## src/rtl/ram_pair_reader.sv

```systemverilog
// Read-side client for the interpolation RAM: walks a region two words per cycle
// and streams registered word pairs downstream over a valid/ready handshake.
module ram_pair_reader #(
  parameter int ADDRESS_WIDTH = 13,
  parameter int DATA_WIDTH    = 64,
  parameter int COUNT_WIDTH   = 12
) (
  input  logic                     CLK,
  input  logic                     RST_n,
  input  logic                     start,
  input  logic [ADDRESS_WIDTH-1:0] base_addr,
  input  logic [COUNT_WIDTH-1:0]   pair_count,
  output logic                     busy,
  output logic                     done,
  output logic [ADDRESS_WIDTH-1:0] address_RD1,
  output logic [ADDRESS_WIDTH-1:0] address_RD2,
  input  logic [DATA_WIDTH-1:0]    dataIn1,
  input  logic [DATA_WIDTH-1:0]    dataIn2,
  output logic                     out_valid,
  input  logic                     out_ready,
  output logic [DATA_WIDTH-1:0]    out_data1,
  output logic [DATA_WIDTH-1:0]    out_data2,
  output logic [COUNT_WIDTH-1:0]   out_index
);

  typedef enum logic [1:0] {IDLE, RUN, DRAIN} state_t;

  state_t                   state;
  logic [ADDRESS_WIDTH-1:0] base;
  logic [ADDRESS_WIDTH-1:0] offset;
  logic [COUNT_WIDTH-1:0]   count;
  logic [COUNT_WIDTH-1:0]   idx;
  logic                     load;
  logic                     last;

  // 2*idx is formed at address width so wrap past the top of the RAM is silent
  assign offset      = ADDRESS_WIDTH'(idx) << 1;
  assign address_RD1 = base + offset;
  assign address_RD2 = address_RD1 + ADDRESS_WIDTH'(1);

  assign load = (state == RUN) && (!out_valid || out_ready);
  assign last = (idx == count - COUNT_WIDTH'(1));
  assign busy = (state != IDLE);

  always_ff @(posedge CLK or negedge RST_n) begin
    if (!RST_n) begin
      state     <= IDLE;
      base      <= '0;
      count     <= '0;
      idx       <= '0;
      done      <= 1'b0;
      out_valid <= 1'b0;
      out_data1 <= '0;
      out_data2 <= '0;
      out_index <= '0;
    end else begin
      done <= 1'b0;
      case (state)
        IDLE: begin
          if (start) begin
            if (pair_count != '0) begin
              base  <= base_addr;
              count <= pair_count;
              idx   <= '0;
              state <= RUN;
            end else begin
              done <= 1'b1;
            end
          end
        end
        RUN: begin
          if (load) begin
            out_data1 <= dataIn1;
            out_data2 <= dataIn2;
            out_index <= idx;
            out_valid <= 1'b1;
            idx       <= idx + COUNT_WIDTH'(1);
            if (last) state <= DRAIN;
          end else if (out_valid && out_ready) begin
            out_valid <= 1'b0;
          end
        end
        DRAIN: begin
          if (out_valid && out_ready) begin
            out_valid <= 1'b0;
            done      <= 1'b1;
            state     <= IDLE;
          end
        end
        default: state <= IDLE;
      endcase
    end
  end

endmodule

```

## config.mk

```make
export PLATFORM = sky130hd
export DESIGN_NAME = ram_pair_reader
export DESIGN_NICKNAME = d
export VERILOG_FILES = /design/src/rtl/ram_pair_reader.sv
export SDC_FILE = /design/constraint.sdc
export NUM_CORES = 1
export LEC_CHECK = 0
export ABC_AREA = 1
export BUFFER_PORTS_ARGS = -buffer_cell sky130_fd_sc_hd__buf_2
export CAP_MARGIN = 5
export CORE_ASPECT_RATIO = 0.7
export CORE_MARGIN = 2
export CORE_UTILIZATION = 30
export DETAILED_ROUTE_END_ITERATION = 10
export GPL_TIMING_DRIVEN = 0
export PLACE_DENSITY = 0.63
export SETUP_SLACK_MARGIN = 0.3
export SLEW_MARGIN = 0
export SYNTH_ARGS = -nofsm -noshare
export SYNTH_HDL_FRONTEND = slang
export SYNTH_SLANG_ARGS = --single-unit
```

## constraint.sdc

```tcl
create_clock -name CLK -period 2.7 [get_ports CLK]
set_input_delay 0.135 -clock CLK [delete_from_list [all_inputs] [get_ports CLK]]
set_output_delay 0.135 -clock CLK [all_outputs]
set_load 0.01 [all_outputs]
```

==> out/qor.txt, run 1 <==
==================================================================================================
Clock Sink Count                                                                               181
Post-synth net total                                                                           950
Number of port buffers                                                                         325
Unrepaired setup endpoints after global routing                                               true
Achievable Freq                                                                          0.368 GHz
Library cells used by synthesis                                                                 37
Initial antenna violation count                                                                  1
Cell type with the highest occurrence count on the critical path                      sky130_fd_sc_hd__nand2_1
Placeable Area                                                                          0.0278 mm²
Ordered list of cells on the worst path                                               ha_4, fa_2, nand3_2, nor2_1, nand3_1, nor2_2, nand3_2, nor2_4, nand2_1, nand2_1, nand2_1, inv_1, buf_2
Worst relative slew slack                                                                    53.4%
Post-Synthesis Mean Instance Area                                                         11.0 µm²
Layout Utilization                                                                           47.0%
Number of vias per cell after detailed routing                                                4.49
Most common library cell in the layout ignoring fill and taps                         sky130_fd_sc_hd__buf_2
Total power density per cell area                                                      1090 mW/mm²
Post-route minimum period                                                                  2.71 ns
Critical setup path kind                                                                   reg2out
Number of maximum-capacitance constraint violations                                              0
Global-route wire length before repair                                                   38,700 µm
Status                                                                                finished with violations
Asr flop ratio synth                                                                          100%
Arrival time of data at the critical path endpoint                                         2.58 ns
DIE WIDTH                                                                                   205 µm
Critical Path End Type                                                                 output port
Share of final-layout standard cells stronger than drive strength 1                          47.2%
Number of warnings printed during yosys synthesis                                                0
Drt pass-1 iters                                                                                 5
Static Leakage                                                                             6.32 nW
Instance count of the mapped netlist                                                           775
Critical path's largest stage delay                                                        0.56 ns
Failing checks                                                                        setup timing
Wire length per cell                                                                       15.6 µm
Clock transition time at the flip-flop clock pins of the worst setup and hold paths        0.07 ns
Min-delay worst type                                                                        in2reg
I/O Pins                                                                                       326
Row Count                                                                                       51
GRT met3 Usage                                                                               5.04%
Number of violations reported at the end of detailed-routing iteration 0                       390
Number of enable flip-flop cells after synthesis                                                 0
Number of register bits inferred by synthesis                                                  181
Transition at the pin with the smallest max-transition slack                              0.699 ns
Final WL                                                                                 26,100 µm
Effective utilization at floorplan                                                           30.5%
Clk_lat worst skew                                                                         0.44 ns
DRC violation count after routing                                                                0
Count of buffering cells on the critical path with inverters included                            2
Highest-count cells in the layout ignoring fill and taps                              sky130_fd_sc_hd__buf_2 (342), sky130_fd_sc_hd__dfrtp_1 (171), sky130_fd_sc_hd__dlygate4sd3_1 (153), sky130_fd_sc_hd__mux2_2 (144), sky130_fd_sc_hd__nand2_1 (122)
Via count                                                                                    7,502
Tightest hold margin                                                                     0.0363 ns
Via count of the first global-routing pass                                                   7,276
Number of buffers added by the clock tree synthesis step                                        17
Critical-path top delay cell                                                          sky130_fd_sc_hd__fa_2
Total overflow reported by the global router                                                     0
Finish-stage setup viols                                                                         1
Family of cells with the greatest summed delay on the critical path                   simple AND/OR/NAND/NOR gates
Sequential cell area fraction in the yosys report                                            53.3%
Global-route met1 utilization                                                                22.4%
H-tree depth                                                                                     4
Floorplan die area                                                                      0.0297 mm²
Largest clock skew in the final design                                                  0.00981 ns
CTS tree                                                                                      done
Worst-case vdd ir drop                                                                    0.520 mV
Die Y-Extent                                                                                145 µm
Pin count of the biggest net entering global routing                                            99
Post-route fraction of the period consumed by the critical path                               101%
Grt met2 use                                                                                 27.0%
Slack of the critical path                                                              -0.0149 ns
Nets                                                                                         1,463
Area added between synthesis and finish                                                      53.9%
Setup tns final                                                                         -0.0149 ns
Total count of hold-check failures in the final report                                           0
Post-synthesis instance area                                                           0.00850 mm²
Layer with the highest usage                                                                  met2
Global placer's final weighted congestion                                                    0.863
Detailed placer's ending HPWL                                                            18,300 µm
Number of inserted filler cells in the final layout                                          2,573
Count of nets left with antenna violations after detail routing                                  0
Commonest register cell after synthesis                                               sky130_fd_sc_hd__dfrtp_1
Sort of element at the start of the critical path                                         register
Maximum fanout count along the critical path                                                     3
Antenna diode instance count                                                                     0
Required time at the worst-slack endpoint                                                  2.57 ns
Count of final max-slew check failures                                                           0
Clock root cell                                                                       sky130_fd_sc_hd__clkbuf_16
Clk buf depth                                                                                    2
Overall routing resource usage                                                               16.8%
==================================================================================================
-- where the power goes --
group	total, W	internal (W)	switching [W]
combinational	0.00713	0.00345	0.00368
sequential	0.00472	0.00396	0.000765
clock	0.00242	0.00122	0.00119
-- logic make-up after synthesis --
group	share of synthesized area (%)
and+or+nand+nor	14.5
DFF	53.3
muxes	19.1
buffers and inverters	4.42
AOI/OAI and AO/OA	3.20
xor gates and xnor gates	2.80
adders and majority gates	2.74
-- state kept, by name (all words and copies together) (netlist names) --
name,cells
out_data1,64
idx,12
out_index,12
done,1
count,12
state,2
out_data2,64
base,13
out_valid,1
-- per-layer routing --
| metal | routed length (µm) | vias to the layer above |
|---|---|---|
| met1 | 11700 | 3631 |
| met4 | 229 | 2 |
| met2 | 12300 | 242 |
| met3 | 1880 | 20 |
| li1 | - | 3607 |
| met5 | 13 | - |
-- cell type report --
| type | count | area, µm² | area share, % |
|---|---|---|---|
| Buffer | 24 | 124 | 0.948 |
| Clock buffer | 17 | 425 | 3.25 |
| Clock inverter | 15 | 134 | 1.02 |
| Inverter | 67 | 251 | 1.92 |
| Multi-Input combinational cell | 503 | 3810 | 29.2 |
| Sequential cell | 181 | 4540 | 34.7 |
| Tap cell | 371 | 464 | 3.55 |
| Timing Repair Buffer | 494 | 3320 | 25.4 |
-- tightest hold or removal path: stages --
cell and delay, ns:
sky130_fd_sc_hd__buf_2 0.10, sky130_fd_sc_hd__inv_1 0.06, sky130_fd_sc_hd__o32ai_1 0.11
-- synth_stat cells, types with 2 or more instances --
cell / n / share of area (%)
sky130_fd_sc_hd__nand2_4: 4 / 0.53
sky130_fd_sc_hd__dfrtp_1: 181 / 53
sky130_fd_sc_hd__or2_2: 2 / 0.15
sky130_fd_sc_hd__ha_1: 17 / 2.5
sky130_fd_sc_hd__nor2_4: 2 / 0.27
sky130_fd_sc_hd__nand3_1: 39 / 2.3
sky130_fd_sc_hd__o21bai_1: 2 / 0.18
sky130_fd_sc_hd__nand3_2: 2 / 0.24
sky130_fd_sc_hd__xnor2_1: 7 / 0.72
sky130_fd_sc_hd__mux2_2: 144 / 19
sky130_fd_sc_hd__o21ai_0: 23 / 1.4
sky130_fd_sc_hd__nor2_1: 44 / 1.9
sky130_fd_sc_hd__inv_2: 6 / 0.27
sky130_fd_sc_hd__xor2_1: 17 / 1.8
sky130_fd_sc_hd__a21oi_1: 16 / 0.94
sky130_fd_sc_hd__o31ai_1: 5 / 0.44
sky130_fd_sc_hd__nor3_1: 8 / 0.47
sky130_fd_sc_hd__nand3b_1: 2 / 0.18
sky130_fd_sc_hd__clkbuf_1: 4 / 0.18
sky130_fd_sc_hd__nand2_2: 13 / 0.96
sky130_fd_sc_hd__nand2_1: 128 / 5.7
sky130_fd_sc_hd__inv_1: 60 / 2.7
sky130_fd_sc_hd__buf_2: 18 / 1.1
sky130_fd_sc_hd__nor2_2: 7 / 0.52
sky130_fd_sc_hd__nand4_1: 12 / 0.88
-- through the flow --
stage,setup WS [ns],instances,power [W],cell area (µm²)
finish,-0.0149,1672,0.0143,13100
global route,-0.236,1672,0.0153,13100
CTS,-0.0760,1665,0.0141,12900
detailed placement,0.167,1472,0.0112,10600
global placement,-1.56,1471,0.0110,10600
floorplan,0.417,775,0.00876,8500
-- what timing repair did --
item,in CTS,in global routing
hold buffers,153,0
gates resized for setup,28,26
endpoints found under the setup margin,29,13
pin swaps,10,15
hold endpoints to repair,235,0
buffers inserted,8,7
-- path summary, 6_finish.rpt --
| check | depth (start not counted) | startpoint | end | slack, ns |
|---|---|---|---|---|
| min reg2reg | 2 | out_index[4]$_DFFE_PN0P_ | out_index[4]$_DFFE_PN0P_ | 0.48 |
| max in group asynchronous | 3 | RST_n | out_data2[60]$_DFFE_PN0P_ | 1.52 |
| max reg2reg | 6 | state[0]$_DFFE_PN0P_ | out_data2[13]$_DFFE_PN0P_ | 0.49 |
| min in group asynchronous | 2 | RST_n | out_data1[50]$_DFFE_PN0P_ | 0.26 |
| min | 3 | out_ready | done$_DFF_PN0_ | 0.04 |
| max | 13 | base[1]$_DFFE_PN0P_ | address_RD2[11] | -0.01 |
(Power assumes the default switching activity.)
==> inputs of run 2 (changes only) <==
--- a/config.mk
+++ b/config.mk
@@ -14,6 +14,7 @@
 export DETAILED_ROUTE_END_ITERATION = 10
 export GPL_TIMING_DRIVEN = 0
 export PLACE_DENSITY = 0.63
+export RECOVER_POWER = 25
 export SETUP_SLACK_MARGIN = 0.3
 export SLEW_MARGIN = 0
 export SYNTH_ARGS = -nofsm -noshare
==> out/qor.txt, run 2 (synthesis results as in run 1) <==
==================================================================================================
Number of vias per cell after detailed routing                                                4.50   +0.23%
Area added between synthesis and finish                                                      53.0%
Transition at the pin with the smallest max-transition slack                               2.18 ns   +1.48 ns
First element of the critical path                                                    base[1]$_DFFE_PN0P_
Unrepaired setup endpoints after global routing                                               true
Via count                                                                                    7,519   +0.23%
Overall routing resource usage                                                               16.8%   unchanged
Reg-to-reg critical path endpoint                                                     out_data2[13]$_DFFE_PN0P_
Row Count                                                                                       51   unchanged
Min-delay worst type                                                                        in2reg
DRC violation count after routing                                                                0   unchanged
Achievable Freq                                                                          0.367 GHz   -0.31%
Failing checks                                                                        capacitance limit, slew limit, setup timing
Clk_lat worst skew                                                                         0.44 ns   about the same
Cell count of the worst reg-to-reg path                                                          6   unchanged
Largest clock skew in the final design                                                  0.00840 ns   -0.00141 ns
Nets                                                                                         1,463   unchanged
I/O Pins                                                                                       326   unchanged
Clock transition time at the flip-flop clock pins of the worst setup and hold paths        0.07 ns   about the same
Via count of the first global-routing pass                                                   7,276   unchanged
Pin count of the biggest net entering global routing                                            99   unchanged
Die Y-Extent                                                                                145 µm   unchanged
Arrival time of data at the critical path endpoint                                         2.59 ns   about the same
Seq. cell area                                                                         0.00454 mm²   unchanged
CTS tree                                                                                      done
Ordered list of cells on the worst path                                               ha_4, fa_2, nand3_2, nor2_1, nand3_1, nor2_2, nand3_2, nor2_4, nand2_1, nand2_1, nand2_1, inv_1, buf_2
Required time at the worst-slack endpoint                                                  2.57 ns   about the same
Share of final-layout standard cells stronger than drive strength 1                          43.5%   -3.7 points
Reg2reg setup slack                                                                        0.48 ns   about the same
Family of cells with the greatest summed delay on the critical path                   simple AND/OR/NAND/NOR gates
Count of final max-slew check failures                                                          84   +84
Effective utilization at floorplan                                                           30.5%   unchanged
Floorplan die area                                                                      0.0297 mm²   unchanged
Top Registers                                                                         out_data1 x64, out_data2 x64, base x13
Worst relative slew slack                                                                   -45.3%   -99 points
Post-route fraction of the period consumed by the critical path                               101%   +0.32 points
Critical Path End Type                                                                 output port
Count of nets left with antenna violations after detail routing                                  0   unchanged
Total count of hold-check failures in the final report                                           0   unchanged
Number of inserted filler cells in the final layout                                          2,605   +1.2%
Clk buf depth                                                                                    2   unchanged
Status                                                                                finished with violations
Post-route minimum period                                                                  2.72 ns   +0.00852 ns
CP Capture Point                                                                      address_RD2[11]
Critical-path top delay cell                                                          sky130_fd_sc_hd__fa_2
Initial antenna violation count                                                                  1   unchanged
Most common library cell in the layout ignoring fill and taps                         sky130_fd_sc_hd__buf_2
Final design instance area without fill                                                 0.0130 mm²   -0.54%
Worst-case vdd ir drop                                                                    0.519 mV   -0.18%
Cell depth of the worst setup path                                                              13   unchanged
Number of violations reported at the end of detailed-routing iteration 0                       389   -0.26%
Tightest hold margin                                                                     0.0340 ns   -0.00227 ns
Highest-count cells in the layout ignoring fill and taps                              sky130_fd_sc_hd__buf_2 (294), sky130_fd_sc_hd__dfrtp_1 (171), sky130_fd_sc_hd__dlygate4sd3_1 (153), sky130_fd_sc_hd__mux2_2 (144), sky130_fd_sc_hd__nand2_1 (122)
Startpoint of the worst register-to-register path                                     state[0]$_DFFE_PN0P_
Number of buffers added by the clock tree synthesis step                                        17   unchanged
Critical setup path kind                                                                   reg2out
Footprint of the multi-input gates                                                     0.00381 mm²   unchanged
Sort of element at the start of the critical path                                         register
Static Leakage                                                                             6.18 nW   -2.2%
Wire length per cell                                                                       15.6 µm   +0.12%
Finish-stage setup viols                                                                         2   +1
Clock root cell                                                                       sky130_fd_sc_hd__clkbuf_16
Total overflow reported by the global router                                                     0   unchanged
Number of port buffers                                                                         325   unchanged
Global-route wire length before repair                                                   38,700 µm   unchanged
Slack of the critical path                                                              -0.0234 ns   -0.00852 ns
Final WL                                                                                 26,100 µm   +0.12%
Clock Sink Count                                                                               181   unchanged
Antenna diode instance count                                                                     0   unchanged
Detailed placer's ending HPWL                                                            18,300 µm   unchanged
Count of buffering cells on the critical path with inverters included                            2   unchanged
Total power density per cell area                                                      1090 mW/mm²   about the same
Placeable Area                                                                          0.0278 mm²   unchanged
H-tree depth                                                                                     4   unchanged
Global placer's final weighted congestion                                                    0.863   unchanged
DP Area                                                                                 0.0106 mm²   unchanged
DIE WIDTH                                                                                   205 µm   unchanged
Setup Slack @ Placement                                                                   0.167 ns   unchanged
Critical path's largest stage delay                                                        0.56 ns   about the same
Cell type with the highest occurrence count on the critical path                      sky130_fd_sc_hd__nand2_1
Number of maximum-capacitance constraint violations                                              1   +1
Maximum fanout count along the critical path                                                     3   unchanged
Drt pass-1 iters                                                                                 5   unchanged
Total Power                                                                               0.0142 W   -0.61%
Layout Utilization                                                                           46.7%   -0.25 points
==================================================================================================
run 2: cell type report:
class                      count  area share [%]
sequential                   181            34.9
clock inverter                15            1.03
inverter                      67            1.93
buffer                        24           0.953
tap                          371            3.57
timing repair buffer         494            25.0
clock buffer                  17            3.27
multi-input combinational    503            29.3
run 2: timing repair:
item	in CTS	in global routing
setup buffers	8	7
hold buffers	153	0
endpoints found under the hold margin	235	0
setup endpoints to repair	29	13
gates resized for setup	28	26
pin swaps	10	15
run 2: how the worst min path moves through the flow:
stage	from	end	slack (ns)	cells past startpoint
2_1_floorplan	RST_n	base[0]$_DFFE_PN0P_	-0.16	0
3_3_place_gp	dataIn1[36]	out_data1[36]$_DFFE_PN0P_	0.37	2
3_5_place_dp	RST_n	out_data1[55]$_DFFE_PN0P_	0.16	1
4_1_cts	pair_count[0]	count[0]$_DFFE_PN0P_	0.008	3
5_1_grt	out_ready	done$_DFF_PN0_	0.01	3
6_report	out_ready	done$_DFF_PN0_	0.03	3
run 2: power breakdown:
group          switching, W  internal [W]  total (W)
sequential         0.000773       0.00396    0.00473
clock               0.00119       0.00122    0.00241
combinational       0.00369       0.00335    0.00704
total               0.00565       0.00853     0.0142
run 2: through the flow:
stage | TNS [ns] | cells
after global routing | -2.25 | 1672
final | -0.0281 | 1672
after detailed placement | 0 | 1472
after floorplan | 0 | 775
after global placement | -278.23 | 1471
after CTS | -0.119 | 1665
run 2: worst reg2reg max path, delay by kind of cell, from the launching register on:
kind	cells	cell delay [ns]
adders and majority gates	1	0.20
muxes	1	0.38
DFF	1	0.41
buffers and inverters	3	0.88
and+or+nand+nor	1	0.22
run 2: metal layers:
| metal | routed length, µm | track usage, % |
|---|---|---|
| met1 | 11600 | 22.4 |
| met2 | 12300 | 27.0 |
| met3 | 1920 | 5.04 |
| met4 | 229 | 3.90 |
| met5 | 13 | 0 |
==> inputs of run 3 (changes only) <==
--- a/config.mk
+++ b/config.mk
@@ -5,7 +5,6 @@
 export SDC_FILE = /design/constraint.sdc
 export NUM_CORES = 1
 export LEC_CHECK = 0
-export ABC_AREA = 1
 export BUFFER_PORTS_ARGS = -buffer_cell sky130_fd_sc_hd__buf_2
 export CAP_MARGIN = 5
 export CORE_ASPECT_RATIO = 0.7
@@ -13,7 +12,7 @@
 export CORE_UTILIZATION = 30
 export DETAILED_ROUTE_END_ITERATION = 10
 export GPL_TIMING_DRIVEN = 0
-export PLACE_DENSITY = 0.63
+export PLACE_DENSITY = 0.64
 export RECOVER_POWER = 25
 export SETUP_SLACK_MARGIN = 0.3
 export SLEW_MARGIN = 0
==> out/qor.txt, run 3 <==
==================================================================================================
Critical setup path kind                                                                   reg2out
Number of warnings printed during yosys synthesis                                                0   unchanged
Most common library cell in the layout ignoring fill and taps                         sky130_fd_sc_hd__buf_2
DIE WIDTH                                                                                   200 µm   -2.4%
Pin count of the biggest net entering global routing                                            99   unchanged
Setup tns final                                                                           -2.10 ns   -2.07 ns
Die Y-Extent                                                                                141 µm   -2.4%
I/O Pins                                                                                       326   unchanged
Count of final max-slew check failures                                                          84   unchanged
Number of enable flip-flop cells after synthesis                                                 0   unchanged
Static Leakage                                                                             6.01 nW   -2.8%
Number of buffers added by the clock tree synthesis step                                        17   unchanged
Worst relative slew slack                                                                   -45.2%   +0.11 points
Effective utilization at floorplan                                                           30.4%   -0.13 points
Placeable Area                                                                          0.0266 mm²   -4.4%
DRC violation count after routing                                                                0   unchanged
Antenna diode instance count                                                                     0   unchanged
Highest-count cells in the layout ignoring fill and taps                              sky130_fd_sc_hd__buf_2 (273), sky130_fd_sc_hd__dfrtp_1 (176), sky130_fd_sc_hd__mux2_2 (160), sky130_fd_sc_hd__dlygate4sd3_1 (155), sky130_fd_sc_hd__clkbuf_1 (56)
Startpoint of the worst register-to-register path                                     count[0]$_DFFE_PN0P_
Total overflow reported by the global router                                                     0   unchanged
Largest clock skew in the final design                                                  0.00739 ns   -0.00100 ns
Clk buf depth                                                                                    2   unchanged
Failing checks                                                                        capacitance limit, slew limit, setup timing
Share of final-layout standard cells stronger than drive strength 1                          50.3%   +6.8 points
Post-synthesis instance area                                                           0.00809 mm²   -4.8%
Detailed placer's ending HPWL                                                            17,000 µm   -7.6%
Unrepaired setup endpoints after global routing                                               true
Global placer's final weighted congestion                                                    0.773   -10%
Maximum fanout count along the critical path                                                     3   unchanged
Overall routing resource usage                                                               17.8%   +0.97 points
Sort of element at the start of the critical path                                         register
Global-route wire length before repair                                                   39,700 µm   +2.6%
Required time at the worst-slack endpoint                                                  2.57 ns   about the same
Clock transition time at the flip-flop clock pins of the worst setup and hold paths        0.07 ns   about the same
Area added between synthesis and finish                                                      62.2%
Setup Slack @ Placement                                                                  -0.261 ns   -0.428 ns
Reg-to-reg critical path endpoint                                                     state[0]$_DFFE_PN0P_
Asr flop ratio synth                                                                          100%   unchanged
First element of the critical path                                                    base[1]$_DFFE_PN0P_
Clk_lat worst skew                                                                         0.43 ns   about the same
Number of vias per cell after detailed routing                                                4.57   +1.7%
Total power density per cell area                                                      1130 mW/mm²   +3.4%
Number of violations reported at the end of detailed-routing iteration 0                       259   -33%
Cell count of the worst reg-to-reg path                                                         10   +4
Clock Sink Count                                                                               181   unchanged
Leading post-synthesis cells by instance count                                        sky130_fd_sc_hd__dfrtp_1 (181), sky130_fd_sc_hd__mux2_2 (160), sky130_fd_sc_hd__nand2_1 (26), sky130_fd_sc_hd__clkbuf_1 (25), sky130_fd_sc_hd__o21ai_0 (24)
Number of maximum-capacitance constraint violations                                              1   unchanged
H-tree depth                                                                                     4   unchanged
Total count of hold-check failures in the final report                                           0   unchanged
Post-route minimum period                                                                  3.08 ns   +0.355 ns
Final WL                                                                                 25,400 µm   -2.8%
Drt pass-1 iters                                                                                 4   -1
Post-Synthesis Mean Instance Area                                                         13.1 µm²   +20%
Nets                                                                                         1,328   -9.2%
Min-delay worst type                                                                        in2reg
Library cells used by synthesis                                                                 46   +24%
Slack of the critical path                                                               -0.379 ns   -0.355 ns
Sequential cell area fraction in the yosys report                                            56.0%   +2.7 points
Clock root cell                                                                       sky130_fd_sc_hd__clkbuf_16
Worst-case vdd ir drop                                                                    0.545 mV   +4.9%
CTS tree                                                                                      done
Final design instance area without fill                                                 0.0131 mm²   +0.86%
Top Registers                                                                         out_data1 x64, out_data2 x64, base x13
Initial antenna violation count                                                                  0   -1
Instance count of the mapped netlist                                                           617   -20%
Finish-stage setup viols                                                                        10   +8
Most numerous cell in the Yosys netlist                                               sky130_fd_sc_hd__dfrtp_1
Via count of the first global-routing pass                                                   7,514   +3.3%
Number of register bits inferred by synthesis                                                  181   unchanged
CP Capture Point                                                                      address_RD2[10]
Count of nets left with antenna violations after detail routing                                  0   unchanged
Transition at the pin with the smallest max-transition slack                               2.18 ns   -0.00168 ns
Top-area cell type share of the netlist area                                                 56.0%   +2.7 points
Status                                                                                finished with violations
Post-route fraction of the period consumed by the critical path                               114%   +13 points
Arrival time of data at the critical path endpoint                                         2.94 ns   +0.35 ns
Largest area contributor in the synthesized netlist                                   sky130_fd_sc_hd__dfrtp_1
DP Area                                                                                 0.0103 mm²   -3.0%
Row Count                                                                                       50   -2.0%
Floorplan die area                                                                      0.0283 mm²   -4.7%
Achievable Freq                                                                          0.325 GHz   -12%
Critical Path End Type                                                                 output port
Post-synth net total                                                                           792   -17%
Reg2reg setup slack                                                                        0.02 ns   -0.46 ns
Wire length per cell                                                                       16.6 µm   +6.2%
Via count                                                                                    6,997   -6.9%
Commonest register cell after synthesis                                               sky130_fd_sc_hd__dfrtp_1
Number of port buffers                                                                         325   unchanged
Synth top area cells                                                                  sky130_fd_sc_hd__dfrtp_1 (56%), sky130_fd_sc_hd__mux2_2 (22%), sky130_fd_sc_hd__ha_1 (2.6%)
==================================================================================================
run 3: cell types whose count changed in the layout (fill, tap and decap cells not counted), moves of 15 or more:
cell,change
sky130_fd_sc_hd__nand2_1,-97
sky130_fd_sc_hd__inv_1,-48
sky130_fd_sc_hd__nand3_1,-23
sky130_fd_sc_hd__buf_2,-21
sky130_fd_sc_hd__nor2_1,-21
sky130_fd_sc_hd__mux2_2,+16
sky130_fd_sc_hd__buf_6,+15
sky130_fd_sc_hd__nand2_2,-15
run 3: worst min-delay path by stage:
stage               depth (start not counted)  slack, ns                   endpoint         start
floorplan                                   0      -0.16        base[0]$_DFFE_PN0P_         RST_n
global placement                            3       0.35        base[0]$_DFFE_PN0P_  base_addr[0]
detailed placement                          1       0.17  out_data1[12]$_DFFE_PN0P_         RST_n
CTS                                         3       0.17             done$_DFF_PN0_         start
global route                                3       0.23             done$_DFF_PN0_         start
finish                                      3       0.19             done$_DFF_PN0_         start
run 3: through the flow:
stage               power (W)  hold WS, ns  instances  util (%)
floorplan             0.00853       -0.161        617         -
global placement       0.0107        0.347       1306      38.6
detailed placement     0.0109        0.171       1307      38.8
CTS                    0.0145        0.167       1522      48.7
global route           0.0157        0.228       1530      49.3
finish                 0.0148        0.195       1530      49.3
run 3: what timing repair did:
action,4_1_cts,5_1_grt
pin swaps,35,27
resized for setup,60,49
setup endpoints to repair,125,83
hold endpoints to repair,237,0
hold buffers,155,0
buffers inserted,28,8
run 3: routing by layer:
layer	part of all wire (%)	track usage (%)
met5	0	0
met4	1.7	5.66
met3	6.5	5.76
met2	49	29.6
met1	43	22.1
run 3: kinds of logic (layout without fill, tap and decap cells):
kind of cell | Yosys count | count (layout) | synth area share, %
buf+inv | 44 | 593 | 2.21
mux | 160 | 160 | 22.3
xor+xnor | 39 | 39 | 4.22
compound gates | 68 | 68 | 5.62
simple gates | 107 | 107 | 6.78
flops | 181 | 181 | 56.0
fa+ha+maj | 18 | 18 | 2.88
run 3: critical path: stages, from the launching register on:
cell                        delay, ns
sky130_fd_sc_hd__dfrtp_1         0.42
sky130_fd_sc_hd__ha_4            0.19
sky130_fd_sc_hd__fa_2            0.40
sky130_fd_sc_hd__a21oi_4         0.16
sky130_fd_sc_hd__buf_6           0.14
sky130_fd_sc_hd__o2111ai_4       0.15
sky130_fd_sc_hd__xor2_2          0.21
sky130_fd_sc_hd__nand2_2         0.13
sky130_fd_sc_hd__nor4_4          0.29
sky130_fd_sc_hd__buf_4           0.16
sky130_fd_sc_hd__xor2_1          0.12
sky130_fd_sc_hd__buf_2           0.15
run 3: power by group:
group / switching, W / internal [W] / leakage, nW
Combinational: 0.00362 / 0.00374 / 3.54
Sequential: 0.000781 / 0.00396 / 2.17
Clock: 0.00117 / 0.00152 / 0.300
run 3: cell type report:
class	instances	area, µm²
tap	364	455
clock buffer	18	439
buffer	29	158
inverter	15	58.8
sequential	181	4540
clock inverter	14	190
multi-input combinational	392	3780
fill	2316	13500
timing repair buffer	517	3500
